===== src/rtl/instr_fetch_pkg.sv =====
// Shared fetch-unit definitions: FSM encodings, PC constants,
// opcode field position and the FIFO entry layout.
package instr_fetch_pkg;

  localparam logic [15:0] PC_RESET = 16'h0000;
  localparam logic [15:0] PC_INC   = 16'h0002;
  localparam int unsigned OP_MSB   = 15;
  localparam int unsigned OP_LSB   = 12;

  typedef enum logic [1:0] {
    FETCH = 2'b00,
    WAIT  = 2'b01,
    FULL  = 2'b10,
    DROP  = 2'b11
  } if_state_e;

  typedef struct packed {
    logic [15:0] pc;
    logic [15:0] inst;
  } if_entry_t;

  function automatic logic [3:0] op_of(input logic [15:0] w);
    return w[OP_MSB:OP_LSB];
  endfunction

endpackage


===== src/rtl/ifetch_fifo.sv =====
// Two-entry {pc, inst} buffer between fetch and decode.
// Clear wins over push and pop in the same cycle.
module ifetch_fifo
  import instr_fetch_pkg::*;
(
  input  logic      clk,
  input  logic      rst_n,
  input  logic      push_i,
  input  logic      pop_i,
  input  logic      clear_i,
  input  if_entry_t wdata_i,
  output if_entry_t rdata_o,
  output logic [1:0] count_o
);

  if_entry_t  mem_q [2];
  logic       wp_q;
  logic       rp_q;
  logic [1:0] cnt_q;
  logic       do_push;
  logic       do_pop;

  assign do_pop  = pop_i && (cnt_q != 2'd0);
  assign do_push = push_i && ((cnt_q != 2'd2) || do_pop);

  always_ff @(posedge clk or negedge rst_n) begin
    if (!rst_n) begin
      mem_q[0] <= '0;
      mem_q[1] <= '0;
      wp_q     <= 1'b0;
      rp_q     <= 1'b0;
      cnt_q    <= 2'd0;
    end else if (clear_i) begin
      wp_q  <= 1'b0;
      rp_q  <= 1'b0;
      cnt_q <= 2'd0;
    end else begin
      if (do_push) begin
        mem_q[wp_q] <= wdata_i;
        wp_q        <= ~wp_q;
      end
      if (do_pop) begin
        rp_q <= ~rp_q;
      end
      cnt_q <= cnt_q + {1'b0, do_push} - {1'b0, do_pop};
    end
  end

  assign rdata_o = mem_q[rp_q];
  assign count_o = cnt_q;

endmodule


===== src/rtl/instr_fetch.sv =====
// Instruction fetch: single-outstanding request to imem, 2-deep
// buffer to decode, redirect with in-flight response dropping.
module instr_fetch
  import instr_fetch_pkg::*;
(
  input  logic        clk,
  input  logic        rst_n,
  output logic        imem_req,
  output logic [15:0] imem_addr,
  input  logic        imem_ack,
  input  logic [15:0] imem_rdata,
  input  logic        redirect,
  input  logic [15:0] redirect_target,
  output logic        inst_valid,
  input  logic        inst_ready,
  output logic [15:0] inst,
  output logic [15:0] inst_pc,
  output logic [3:0]  op
);

  if_state_e   state_q, state_d;
  logic [15:0] pc_q, pc_d;
  logic [15:0] drop_q, drop_d;
  logic        run_q;
  logic [1:0]  cnt;
  logic [1:0]  cnt_push;
  if_entry_t   head;
  if_entry_t   wentry;
  logic        push;
  logic        pop;
  logic        busy;

  // run_q keeps req low while in reset and for no longer
  assign imem_req  = run_q && ((state_q == FETCH) || (state_q == DROP));
  assign imem_addr = (state_q == DROP) ? drop_q : pc_q;
  assign busy      = imem_req && !imem_ack;

  assign inst_valid = (cnt != 2'd0);
  assign pop  = inst_valid && inst_ready && !redirect;
  assign push = imem_req && imem_ack && (state_q == FETCH) && !redirect;
  assign cnt_push = cnt + 2'd1 - {1'b0, pop};

  assign wentry.pc   = pc_q;
  assign wentry.inst = imem_rdata;

  always_comb begin
    state_d = state_q;
    pc_d    = pc_q;
    drop_d  = drop_q;
    if (push) pc_d = pc_q + PC_INC;
    if (redirect) pc_d = redirect_target & 16'hFFFE;
    unique case (state_q)
      FETCH: begin
        if (redirect) begin
          if (busy) begin
            state_d = DROP;
            drop_d  = pc_q;
          end
        end else if (push) begin
          if (cnt_push == 2'd2) state_d = FULL;
        end else if (cnt == 2'd2) begin
          state_d = WAIT;
        end
      end
      WAIT, FULL: begin
        if (redirect || pop) state_d = FETCH;
      end
      DROP: begin
        if (imem_ack) state_d = FETCH;
      end
      default: state_d = FETCH;
    endcase
  end

  always_ff @(posedge clk or negedge rst_n) begin
    if (!rst_n) begin
      state_q <= FETCH;
      pc_q    <= PC_RESET;
      drop_q  <= PC_RESET;
      run_q   <= 1'b0;
    end else begin
      state_q <= state_d;
      pc_q    <= pc_d;
      drop_q  <= drop_d;
      run_q   <= 1'b1;
    end
  end

  ifetch_fifo u_fifo (
    .clk     (clk),
    .rst_n   (rst_n),
    .push_i  (push),
    .pop_i   (pop),
    .clear_i (redirect),
    .wdata_i (wentry),
    .rdata_o (head),
    .count_o (cnt)
  );

  assign inst    = inst_valid ? head.inst : 16'h0000;
  assign inst_pc = inst_valid ? head.pc : 16'h0000;
  assign op      = op_of(inst);

endmodule


===== config.mk =====
export PLATFORM = sky130hd
export DESIGN_NAME = instr_fetch
export DESIGN_NICKNAME = d
export VERILOG_FILES = /design/src/rtl/instr_fetch_pkg.sv /design/src/rtl/ifetch_fifo.sv /design/src/rtl/instr_fetch.sv
export SDC_FILE = /design/constraint.sdc
export NUM_CORES = 1
export LEC_CHECK = 0
export CAP_MARGIN = 5
export CORE_ASPECT_RATIO = 1.2
export CORE_MARGIN = 4
export CORE_UTILIZATION = 55
export CTS_BUF_LIST = sky130_fd_sc_hd__clkbuf_2 sky130_fd_sc_hd__clkbuf_4 sky130_fd_sc_hd__clkbuf_8
export DETAILED_ROUTE_END_ITERATION = 10
export PLACE_DENSITY = 0.88
export SLEW_MARGIN = 40
export SYNTH_ARGS = -nofsm -noshare
export SYNTH_HDL_FRONTEND = slang
export SYNTH_SLANG_ARGS = --single-unit

===== constraint.sdc =====
create_clock -name clk -period 2.97 [get_ports clk]
set_clock_uncertainty 0.15 [all_clocks]
set_input_delay 0.594 -clock clk [delete_from_list [all_inputs] [get_ports clk]]
set_output_delay 0.594 -clock clk [all_outputs]
set_load 0.1 [all_outputs]

==> impl_summary.log <==
INFO  metric vias = 3387
INFO  metric worst_pin_slew = 0.727 ns
INFO  metric clkPwrFrac = 16.3%
INFO  metric hold_viol = 0
INFO  metric initial_utilization = 56.3%
INFO  metric cts-resized-gates = 0
INFO  metric cts_buffers = 9
INFO  metric floorplan.die.width = 95.8 µm
INFO  metric crit_path_max_fanout = 17
INFO  metric total_number_of_clock_tree_sinks = 99
INFO  metric seq_area_frac_synth = 48.7%
INFO  metric area_growth_from_synthesis_to_layout = 32.7%
INFO  metric switchingPower = 2.33 mW
INFO  metric num-fill-cells = 576
INFO  metric fin_hold_ws = 0.126 ns
INFO  metric cp_data_required_time = 2.23 ns
INFO  metric r2r-end = u_fifo.mem_q[11]$_DFFE_PN0P_
INFO  metric hp-class = input port to async pin
INFO  metric irDropWorstVdd = 0.599 mV
INFO  metric slew-limit-headroom = 51.5%
INFO  metric netlist_instances = 406
INFO  metric antenna_left = 0
INFO  metric critical_path_class = flip-flop to primary output
INFO  metric grt_antenna_before_repair = 0
INFO  metric later_pin_clock_latency_in_the_skew_report = 0.36 ns
INFO  metric register_area = 2480 µm²
INFO  metric max_clock_freq = 381 MHz
INFO  metric first_iter_violations = 136
INFO  metric grt.met3_usage = 4.32%
INFO  metric postRouteWirelength = 11100 µm
INFO  metric first_global_vias = 3634
INFO  metric routabilityCongestion = 0.880
INFO  metric synth.cell_area = 5080 µm²
INFO  metric design.final.nets = 529
INFO  metric antenna-diode-count = 0
INFO  metric dp_hpwl = 7680 µm
INFO  metric setup_viol_count_final = 0
INFO  metric critical_path.reg2reg.startpoint = state_q[0]$_DFFE_PN0P_
INFO  metric timing.critical_path.to_type = primary output
INFO  metric setup-tns-final = 0 ns
INFO  metric synth.distinct_cells = 45
INFO  metric io_pins = 91
INFO  metric vias_per_cell = 5.55
INFO  metric tritoncts_clock_tree = done
INFO  metric number_of_buffers_inserted_to_repair_setup_after_cts = 0
INFO  metric internal_power = 3.51 mW
INFO  metric global_route_wire_length_before_repair = 18200 µm
INFO  metric grt_util_met2 = 36.7%
INFO  metric met1_usage = 26.8%
INFO  metric numPortBuffers = 87
INFO  metric drv_cap = 0
INFO  metric power_switching_share = 39.9%
INFO  metric die_area = 10900 µm²
INFO  metric finalWorstPathRequiredPeriod = 2.63 ns
INFO  metric final_layout_size_suffix_gt1_share = 37.3%
INFO  metric global_route.usage.total = 21.6%
INFO  metric grt_setup_unrepaired = false
INFO  metric clk_path_buf_depth = 2
INFO  metric routed_wire_length_per_instance = 18.2 µm
INFO  metric pwr_density_cell = 866 nW/µm²
INFO  metric gr-max-usage-layer = met2
INFO  metric drt_pre_antenna_iters = 4
INFO  metric power.combinational.fraction = 47.3%
INFO  metric power.sequential.fraction = 36.4%
INFO  metric report.final.slew_viol_count = 0
INFO  metric cts-root-buf = sky130_fd_sc_hd__clkbuf_8
INFO  metric multiInputGateArea = 2380 µm²
INFO  metric r2r_slack = 0.57 ns
INFO  metric worstSetupStartpointType = flip-flop
INFO  metric die_h = 113 µm
INFO  metric core.rowCount = 38
INFO  metric core_region = 9030 µm²
INFO  metric grt-ovfl-total = 0
INFO  metric worst_reg2reg_path_depth = 7
INFO  metric design_power_total = 5.84 mW
INFO  metric postCtsHoldBufs = 0
INFO  metric drc = 0
INFO  metric yosys_warnings = 0
INFO  metric cts.htree.levels = 3
INFO  metric postSynthRegisterBits = 99
INFO  metric arrival = 1.88 ns
INFO  metric timing.final.crit_share = 88.5%
INFO  metric grt_max_degree = 59
INFO  metric static-leakage-power = 2.88 nW
INFO  metric cts_clk_pin_slew_worst_paths = 0.10 ns
INFO  metric status = completed
INFO  metric post_synth.cell_area_avg = 12.5 µm²
==> logic make-up after synthesis <==
| family | synth area share [%] |
|---|---|
| xor gates and xnor gates | 2.41 |
| AOI/OAI and AO/OA | 3.30 |
| other | 0.148 |
| muxes | 29.1 |
| and+or+nand+nor | 10.1 |
| buffers and inverters | 4.75 |
| DFF | 48.7 |
| adders and majority gates | 1.48 |
==> critical path, cell delays in order (launching register included) <==
cell                      delay (ns)
sky130_fd_sc_hd__dfrtp_2        0.73
sky130_fd_sc_hd__buf_12         0.25
sky130_fd_sc_hd__mux2i_1        0.10
sky130_fd_sc_hd__nor2_2         0.21
sky130_fd_sc_hd__buf_12         0.21
==> metrics by stage <==
stage	setup slack, ns	std cells	cell area, µm²	util, %
after floorplan	0.0856	407	5100	-
after global placement	0.309	595	6520	72.2
after detailed placement	0.183	595	6520	72.2
after CTS	0.328	610	6740	74.7
after global routing	0.222	610	6740	74.7
final	0.343	610	6740	74.7
==> layout by cell type (no fill, tap or decap), types with 4 or more instances in the layout <==
cell,instances
sky130_fd_sc_hd__dfrtp_1,98
sky130_fd_sc_hd__mux2_2,61
sky130_fd_sc_hd__buf_12,53
sky130_fd_sc_hd__nor2_1,36
sky130_fd_sc_hd__clkdlybuf4s50_1,34
sky130_fd_sc_hd__mux2i_1,32
sky130_fd_sc_hd__mux2_4,30
sky130_fd_sc_hd__nand2_1,18
sky130_fd_sc_hd__o21ai_0,13
sky130_fd_sc_hd__buf_4,11
sky130_fd_sc_hd__clkbuf_8,10
sky130_fd_sc_hd__xor2_1,9
sky130_fd_sc_hd__inv_1,7
sky130_fd_sc_hd__nand4_1,6
sky130_fd_sc_hd__ha_1,6
sky130_fd_sc_hd__nor2_2,5
sky130_fd_sc_hd__xnor2_1,5
sky130_fd_sc_hd__nand3_1,4
sky130_fd_sc_hd__a31oi_1,4
==> power groups by stage <==
stage	Sequential, mW	Combinational, mW	Clock, mW
after floorplan	2.01	2.00	0
after global routing	2.18	2.90	1.02
after global placement	2.08	2.71	0
final	2.12	2.76	0.954
after CTS	2.11	2.79	0.967
after detailed placement	2.14	2.77	0
==> area by class of cell <==
cell class	instances	share of cell area, %
Sequential cell	99	36.8
Multi-Input combinational cell	270	35.3
Timing Repair Buffer	98	22.0
Tap cell	120	2.23
Clock buffer	11	2.15
Clock inverter	4	1.11
Inverter	8	0.445
==> how the worst max path moves through the flow <==
stage | to | slack, ns | startpoint
after floorplan | op[0] | 0.09 | u_fifo.rp_q$_DFFE_PN0P_
after global placement | state_q[0]$_DFFE_PN0P_ | 0.31 | redirect
after detailed placement | state_q[0]$_DFFE_PN0P_ | 0.18 | redirect
after CTS | op[1] | 0.33 | u_fifo.rp_q$_DFFE_PN0P_
after global routing | op[1] | 0.22 | u_fifo.rp_q$_DFFE_PN0P_
final | op[1] | 0.34 | u_fifo.rp_q$_DFFE_PN0P_
==> sequential cells by signal, indices dropped and copies added (netlist names) <==
name	flops
state_q	2
u_fifo.rp_q	1
u_fifo.mem_q	62
drop_q	15
pc_q	15
u_fifo.count_o	2
run_q	1
u_fifo.wp_q	1
==> layer usage <==
metal	routed length [µm]	part of all wire, %
met3	699	6.3
met1	4550	41
met2	5670	51
met4	214	1.9
met5	0	0
==> synthesized netlist by cell type <==
cell,count,area (µm²)
sky130_fd_sc_hd__and4b_2,1,11.3
sky130_fd_sc_hd__a21o_1,1,7.51
sky130_fd_sc_hd__nand2_4,1,11.3
sky130_fd_sc_hd__nand2b_1,2,12.5
sky130_fd_sc_hd__and3_1,2,12.5
sky130_fd_sc_hd__nor2b_1,3,18.8
sky130_fd_sc_hd__nand3_1,4,20.0
sky130_fd_sc_hd__inv_1,7,26.3
sky130_fd_sc_hd__mux2_1,2,22.5
sky130_fd_sc_hd__conb_1,2,7.51
sky130_fd_sc_hd__ha_1,6,75.1
sky130_fd_sc_hd__o21ai_0,13,65.1
sky130_fd_sc_hd__nor3_2,1,10.0
sky130_fd_sc_hd__mux2_2,61,687
sky130_fd_sc_hd__clkinv_1,1,3.75
sky130_fd_sc_hd__or3_1,2,12.5
sky130_fd_sc_hd__nor2_1,41,154
sky130_fd_sc_hd__mux2i_1,32,320
sky130_fd_sc_hd__clkbuf_1,9,33.8
sky130_fd_sc_hd__dfrtp_1,99,2480
sky130_fd_sc_hd__nand2_1,18,67.6
sky130_fd_sc_hd__and4_1,2,17.5
sky130_fd_sc_hd__a22oi_1,1,7.51
sky130_fd_sc_hd__buf_2,10,50.1
sky130_fd_sc_hd__a31oi_1,4,25.0
sky130_fd_sc_hd__xor2_1,9,78.8
sky130_fd_sc_hd__xnor2_1,5,43.8
sky130_fd_sc_hd__nor3_1,1,5.00
sky130_fd_sc_hd__buf_12,3,60.1
sky130_fd_sc_hd__o21a_1,1,7.51
sky130_fd_sc_hd__a221o_1,1,10.0
sky130_fd_sc_hd__nand4b_4,1,23.8
sky130_fd_sc_hd__buf_4,6,45.0
sky130_fd_sc_hd__nor3b_4,1,18.8
sky130_fd_sc_hd__nor4_4,1,21.3
sky130_fd_sc_hd__a21oi_1,1,5.00
sky130_fd_sc_hd__o221ai_1,2,17.5
sky130_fd_sc_hd__or4_1,3,22.5
sky130_fd_sc_hd__buf_6,2,22.5
sky130_fd_sc_hd__o31ai_1,3,22.5
sky130_fd_sc_hd__mux2_4,30,450
sky130_fd_sc_hd__nand4_1,6,37.5
sky130_fd_sc_hd__and2_4,1,8.76
sky130_fd_sc_hd__nor3b_1,1,7.51
sky130_fd_sc_hd__and2_1,3,18.8
Power figures use the tool's default switching activity.
